===== config.mk =====
export PLATFORM = sky130hd
export DESIGN_NAME = gf_mult_seq_flat
export DESIGN_NICKNAME = d
export VERILOG_FILES = /design/src/rtl/gf_mult_seq_if.sv /design/src/rtl/gf_mult_seq.sv /design/src/flat_wrapper.sv
export SDC_FILE = /design/constraint.sdc
export NUM_CORES = 2
export LEC_CHECK = 0
export ABC_CLOCK_PERIOD_IN_PS = 2100
export BUFFER_PORTS_ARGS = -buffer_cell sky130_fd_sc_hd__buf_4
export CORE_ASPECT_RATIO = 1.1
export CORE_MARGIN = 8
export CORE_UTILIZATION = 42
export CTS_CLUSTER_DIAMETER = 80
export DETAILED_ROUTE_END_ITERATION = 16
export PLACE_DENSITY = 0.74
export SLEW_MARGIN = 40
export SYNTH_ARGS = -nofsm -noshare
export SYNTH_HDL_FRONTEND = slang
export SYNTH_SLANG_ARGS = --single-unit

===== constraint.sdc =====
create_clock -name clk -period 2.1 [get_ports clk]
set_input_delay 0.42 -clock clk [delete_from_list [all_inputs] [get_ports clk]]
set_output_delay 0.42 -clock clk [all_outputs]
set_load 0.02 [all_outputs]

===== src/rtl/gf_mult_seq_if.sv =====
// Handshake bundle for gf_mult_seq.
//   master : operand producer / result consumer (drives in_valid, x, y,
//            flush, out_ready; observes in_ready, out_valid, z, busy)
//   slave  : the multiplier itself
interface gf_mult_seq_if #(
  parameter int unsigned WIDTH = 128
);

  logic             in_valid;
  logic             in_ready;
  logic [WIDTH-1:0] x;
  logic [WIDTH-1:0] y;
  logic             flush;
  logic             out_valid;
  logic             out_ready;
  logic [WIDTH-1:0] z;
  logic             busy;

  modport master (
    output in_valid,
    output x,
    output y,
    output flush,
    output out_ready,
    input  in_ready,
    input  out_valid,
    input  z,
    input  busy
  );

  modport slave (
    input  in_valid,
    input  x,
    input  y,
    input  flush,
    input  out_ready,
    output in_ready,
    output out_valid,
    output z,
    output busy
  );

endinterface


===== src/rtl/gf_mult_seq.sv =====
// Digit-serial GF(2^WIDTH) multiplier with valid/ready handshakes.
// Right-shift / conditional-XOR-with-R algorithm, DIGIT bits of x per clock.
//   clk, rst_n : clock (rising edge), asynchronous active-low reset
//   bus.in_valid / bus.in_ready   : operand handshake, x and y captured on accept
//   bus.flush                     : synchronous abort, drops any pending result
//   bus.out_valid / bus.out_ready : result handshake, z held until taken
//   bus.busy                      : high while computing or holding a result
module gf_mult_seq #(
  parameter int unsigned      WIDTH    = 128,
  parameter int unsigned      DIGIT    = 8,
  parameter logic [WIDTH-1:0] R        = WIDTH'(128'h8700_0000_0000_0000_0000_0000_0000_0000),
  parameter bit               REVERSED = 1'b0
) (
  input logic         clk,
  input logic         rst_n,
  gf_mult_seq_if.slave bus
);

  localparam int unsigned STEPS = WIDTH / DIGIT;
  localparam int unsigned CW    = $clog2(STEPS + 1);

  localparam logic [1:0] IDLE = 2'd0;
  localparam logic [1:0] BUSY = 2'd1;
  localparam logic [1:0] DONE = 2'd2;

  // Reject digit sizes that do not tile the operand.
  if ((WIDTH % DIGIT) != 0) begin : g_bad_digit
    $error("gf_mult_seq: WIDTH must be a multiple of DIGIT");
  end

  logic [1:0]       state_q, state_d;
  logic [WIDTH-1:0] xr_q, xr_d;
  logic [WIDTH-1:0] v_q, v_d;
  logic [WIDTH-1:0] acc_q, acc_d;
  logic [CW-1:0]    count_q, count_d;
  logic [WIDTH-1:0] z_q, z_d;
  logic             out_valid_q, out_valid_d;
  logic             in_ready_q;
  logic             busy_q;

  logic [WIDTH-1:0] xr_step;
  logic [WIDTH-1:0] v_step;
  logic [WIDTH-1:0] acc_step;

  function automatic logic [WIDTH-1:0] bitrev(input logic [WIDTH-1:0] a);
    return {<<{a}};
  endfunction

  // One clock's worth of work: DIGIT multiply-and-reduce steps, MSB of xr first.
  always_comb begin
    xr_step  = xr_q;
    v_step   = v_q;
    acc_step = acc_q;
    for (int j = 0; j < int'(DIGIT); j++) begin
      if (xr_step[WIDTH-1]) begin
        acc_step = acc_step ^ v_step;
      end
      v_step  = v_step[0] ? ((v_step >> 1) ^ R) : (v_step >> 1);
      xr_step = xr_step << 1;
    end
  end

  // Next-state and datapath update; flush overrides every handshake.
  always_comb begin
    state_d     = state_q;
    xr_d        = xr_q;
    v_d         = v_q;
    acc_d       = acc_q;
    count_d     = count_q;
    z_d         = z_q;
    out_valid_d = out_valid_q;

    if (bus.flush) begin
      state_d     = IDLE;
      out_valid_d = 1'b0;
      acc_d       = '0;
      count_d     = '0;
      z_d         = '0;
    end else begin
      case (state_q)
        IDLE: begin
          if (bus.in_valid && in_ready_q) begin
            xr_d    = REVERSED ? bitrev(bus.x) : bus.x;
            v_d     = REVERSED ? bitrev(bus.y) : bus.y;
            acc_d   = '0;
            count_d = '0;
            state_d = BUSY;
          end
        end
        BUSY: begin
          xr_d    = xr_step;
          v_d     = v_step;
          acc_d   = acc_step;
          count_d = count_q + CW'(1);
          if (count_q == CW'(STEPS - 1)) begin
            state_d     = DONE;
            out_valid_d = 1'b1;
            z_d         = REVERSED ? bitrev(acc_step) : acc_step;
          end
        end
        DONE: begin
          if (bus.out_ready) begin
            state_d     = IDLE;
            out_valid_d = 1'b0;
          end
        end
        default: begin
          state_d     = IDLE;
          out_valid_d = 1'b0;
        end
      endcase
    end
  end

  // State and output registers; in_ready/busy are decoded from the next state.
  always_ff @(posedge clk or negedge rst_n) begin
    if (!rst_n) begin
      state_q     <= IDLE;
      xr_q        <= '0;
      v_q         <= '0;
      acc_q       <= '0;
      count_q     <= '0;
      z_q         <= '0;
      out_valid_q <= 1'b0;
      in_ready_q  <= 1'b1;
      busy_q      <= 1'b0;
    end else begin
      state_q     <= state_d;
      xr_q        <= xr_d;
      v_q         <= v_d;
      acc_q       <= acc_d;
      count_q     <= count_d;
      z_q         <= z_d;
      out_valid_q <= out_valid_d;
      in_ready_q  <= (state_d == IDLE);
      busy_q      <= (state_d != IDLE);
    end
  end

  assign bus.in_ready  = in_ready_q;
  assign bus.out_valid = out_valid_q;
  assign bus.z         = z_q;
  assign bus.busy      = busy_q;

  // A held result must not move or vanish until taken or flushed.
  a_hold_result: assert property (@(posedge clk) disable iff (!rst_n)
    (out_valid_q && !bus.out_ready && !bus.flush) |=> (out_valid_q && $stable(z_q)));

  // Accepting operands and being busy are mutually exclusive.
  a_ready_busy: assert property (@(posedge clk) disable iff (!rst_n)
    (in_ready_q != busy_q));

  // A valid result only exists while the block reports busy.
  a_valid_busy: assert property (@(posedge clk) disable iff (!rst_n)
    (out_valid_q |-> busy_q));

endmodule


===== src/flat_wrapper.sv =====
// flat-port wrapper written by rule: the top's interface ports become plain ports
module gf_mult_seq_flat 
#(
  parameter int unsigned      WIDTH    = 128,
  parameter int unsigned      DIGIT    = 8,
  parameter logic [WIDTH-1:0] R        = WIDTH'(128'h8700_0000_0000_0000_0000_0000_0000_0000),
  parameter bit               REVERSED = 1'b0
)
  (clk, rst_n, bus_in_valid, bus_x, bus_y, bus_flush, bus_out_ready, bus_in_ready, bus_out_valid, bus_z, bus_busy);
  gf_mult_seq_if #(.WIDTH(WIDTH)) bus_i ();
  input logic clk;
  input logic rst_n;
  input wire logic [$bits(bus_i.in_valid)-1:0] bus_in_valid;
  input wire logic [$bits(bus_i.x)-1:0] bus_x;
  input wire logic [$bits(bus_i.y)-1:0] bus_y;
  input wire logic [$bits(bus_i.flush)-1:0] bus_flush;
  input wire logic [$bits(bus_i.out_ready)-1:0] bus_out_ready;
  output wire logic [$bits(bus_i.in_ready)-1:0] bus_in_ready;
  output wire logic [$bits(bus_i.out_valid)-1:0] bus_out_valid;
  output wire logic [$bits(bus_i.z)-1:0] bus_z;
  output wire logic [$bits(bus_i.busy)-1:0] bus_busy;
  assign bus_i.in_valid = bus_in_valid;
  assign bus_i.x = bus_x;
  assign bus_i.y = bus_y;
  assign bus_i.flush = bus_flush;
  assign bus_i.out_ready = bus_out_ready;
  assign bus_in_ready = bus_i.in_ready;
  assign bus_out_valid = bus_i.out_valid;
  assign bus_z = bus_i.z;
  assign bus_busy = bus_i.busy;
  gf_mult_seq #(.WIDTH(WIDTH), .DIGIT(DIGIT), .R(R), .REVERSED(REVERSED)) u_core (.clk(clk), .rst_n(rst_n), .bus(bus_i));
endmodule

==> metrics.yaml <==
area_delta_synth_final_pct: 22.40
dp.final_hpwl_mm: 76.07
cap_viol_max_count: 0
holdPathEnd: "u_core.xr_q[11]"
grt_use_total_pct: 22.83
rows: 111
fp.dieW_um: 291.7
drtPass1Iterations: 6
io_pins: 392
status: "finished, violations left"
clockBufferDepth: 3
ant_nets: 0
design_area_sq_um: 42970
layout_setup_ws_ns: -0.04362
slew_violations: 0
cp_data_required_time_ns: 2.60
initial_core_util_pct: 42.27
synth.most_common_cell: "nand2_1"
hold_path_class: "input port to flip-flop"
critPathKind: "flip-flop to flip-flop"
violations: "negative setup slack"
place_inst: 5656
yosys-top-cells-count: "nand2_1 (1534), xnor2_1 (664), dfrtp_1 (521)"
async_flop_share_pct: 100.0
grt_max_degree: 139
rsz0062_at_grt: "true"
cts_buffers: 60
grt_pass1_wl_mm: 174.7
final_nets: 4949
setup-violations-final: 3
synth_ff_type: "dfrtp_1"
total_power_mw: 62.20
synth_edf_count: 0
post-route-period-util_pct: 102.1
cts_tree: "done"
wl_mm: 113.2
fmax_ghz: 0.4665
end_kind: "flip-flop"
gp_congestion: 0.8599
postPlaceCellArea_sq_um: 39820
synth_area_leaders: "dfrtp_1 (37%), xnor2_1 (17%), nand2_1 (16%)"
cp.arrival_ns: 2.64
place_worst_setup_slack_ns: -0.002518
path_clk_slew_ns: 0.06
ys_seq_area_share_pct: 37.21
io_buffers: 391
drtIter0Drc: 3397
max-slew-margin-rel_pct: 47.73
peakVddDrop_uv: 799.5
postSynthCellCount: 4444
power_leakage_nw: 21.14
wire_per_inst_um: 19.48
drive_above_1_share_pct: 16.53
grt_overflow: 0
cts_sinks: 522
finClkSkew_ns: 0.03545
vias_per_cell: 5.429
layout.cells.non_filler: 5812
holdCritStartpoint: "bus_x[11]"
r2r_end: "u_core.bus.z[38]"
rrSetupSlack_ns: -0.04
ys_seq_elements: 522
finalWorstPathRequiredPeriod_ns: 2.144
cp-start-kind: "flip-flop"
die_area_sq_um: 93100
clk-insertion-delay-late_ns: 0.64
yosysWarnings: 0
dieHeight_um: 319.2
yosysTopAreaCell: "dfrtp_1"
whs_path_depth: 3
worstMarginPinSlew_ns: 0.7840
rr_worst_depth: 9
syn_avg_cell_area_sq_um: 7.899
syn_area_sq_um: 35100
synth_nets: 4707
htreeDepth: 2
power_density_nw_per_um2: 1448
regToRegStartpoint: "u_core.xr_q[121]"
synth.top_cell.area_share_pct: 37.14
synth_cell_types: 37
finalHoldViolCount: 0
core_area_sq_um: 83050
path_max_fanout: 7
grt_pass1_vias: 30928
num_vias: 31554
antenna_found_initial: 8
drc: 0
clockRootBuffer: "clkbuf_16"
report_power, final:
part	switching (mW)	total, mW	leakage (nW)	internal (mW)
sequential	3.19	15.5	6.52	12.3
clock	4.60	11.1	1.01	6.48
combinational	17.5	35.6	13.6	18.1
total	25.3	62.2	21.1	36.9
per-stage QoR:
stage	hold WS (ns)	util, %	setup TNS (ns)
2_1_floorplan	0.1244	-	0
3_3_place_gp	0.3470	47.94	-0.02061
3_5_place_dp	0.3469	47.94	-0.002518
4_1_cts	0.01295	50.64	0
5_1_grt	0.03962	51.72	-2.541
6_report	0.05343	51.73	-0.05596
worst max-delay path: stages (launching register included):
cell and delay [ns]:
dfrtp_4 0.55, buf_12 0.16, clkbuf_16 0.18, nand2_1 0.07
xnor2_1 0.21, xnor2_1 0.19, xnor2_1 0.18, xnor2_1 0.15
nor2_1 0.08, a22o_1 0.20
layout make-up:
cell class,instances,area (sq um)
clock inverters,32,396.6
diodes,7,17.52
clock buffers,76,1663
inverters,3,11.26
well taps,1073,1343
flip-flops and latches,522,13100
fillers,7597,40090
repair buffers,589,5552
multi-input cells,3510,20890
timing repair:
action                                  CTS  global route
endpoints found under the setup margin    2           117
buffers inserted                          4            16
hold endpoints to repair                 40             0
hold buffers                              9             0
resized for setup                         3            94
cloned                                    1            11
pin swaps                                 4            91
layer usage:
metal / part of all wire [%] / wire, um / vias to the layer above / global-route usage [%]
li1: - / - / 14474 / -
met1: 40 / 45020 / 15295 / 29.18
met2: 47 / 52670 / 1493 / 37.02
met3: 9.2 / 10440 / 288 / 5.414
met4: 4.5 / 5056 / 4 / 9.364
met5: 0.024 / 27 / - / 0
cells in the final DEF (no fill, tap or decap), types with 8 or more instances in the layout:
cell type and instances:
a21o_1 121, a21oi_1 9, a22o_1 126, a31oi_1 240, buf_12 61, buf_16 9, buf_4 494, clkbuf_16 68
clkbuf_8 8, clkinv_2 8, clkinv_4 8, dfrtp_1 511, dfrtp_4 8, dlygate4sd3_1 9, mux2i_1 9, nand2_1 1512
nand2_2 22, nand3_1 9, nor2_1 365, o21ai_0 18, xnor2_1 627, xnor2_2 38, xor2_1 369, xor2_2 10
flip-flops by register name (all words and copies together) (netlist names):
name,count
u_core.bus.in_ready,1
u_core.v_q,128
u_core.state_q,2
u_core.bus.busy,1
u_core.count_q,5
u_core.xr_q,128
u_core.bus.z,128
u_core.bus.out_valid,1
u_core.acc_q,128
worst max path at each step:
stage                      startpoint                 to  cells after the start
finish               u_core.xr_q[121]   u_core.bus.z[38]                      9
floorplan           u_core.count_q[0]   u_core.bus.z[10]                      7
detailed placement      u_core.v_q[1]  u_core.bus.z[117]                      8
global placement        u_core.v_q[1]  u_core.bus.z[118]                      8
CTS                     u_core.v_q[3]  u_core.bus.z[120]                      7
global route         u_core.xr_q[121]   u_core.bus.z[38]                      9
logic make-up (layout without fill, tap and decap cells):
kind of cell,after synthesis,in the layout,synth area share (%)
DFF,522,522,37.21
other,0,7,0
and+or+nand+nor,1927,1927,20.73
adders and majority gates,2,2,0.07127
muxes,10,10,0.2887
xor gates and xnor gates,1050,1050,26.49
AOI/OAI and AO/OA,521,521,10.54
buffers and inverters,412,700,4.673
(Power assumes the default switching activity.)
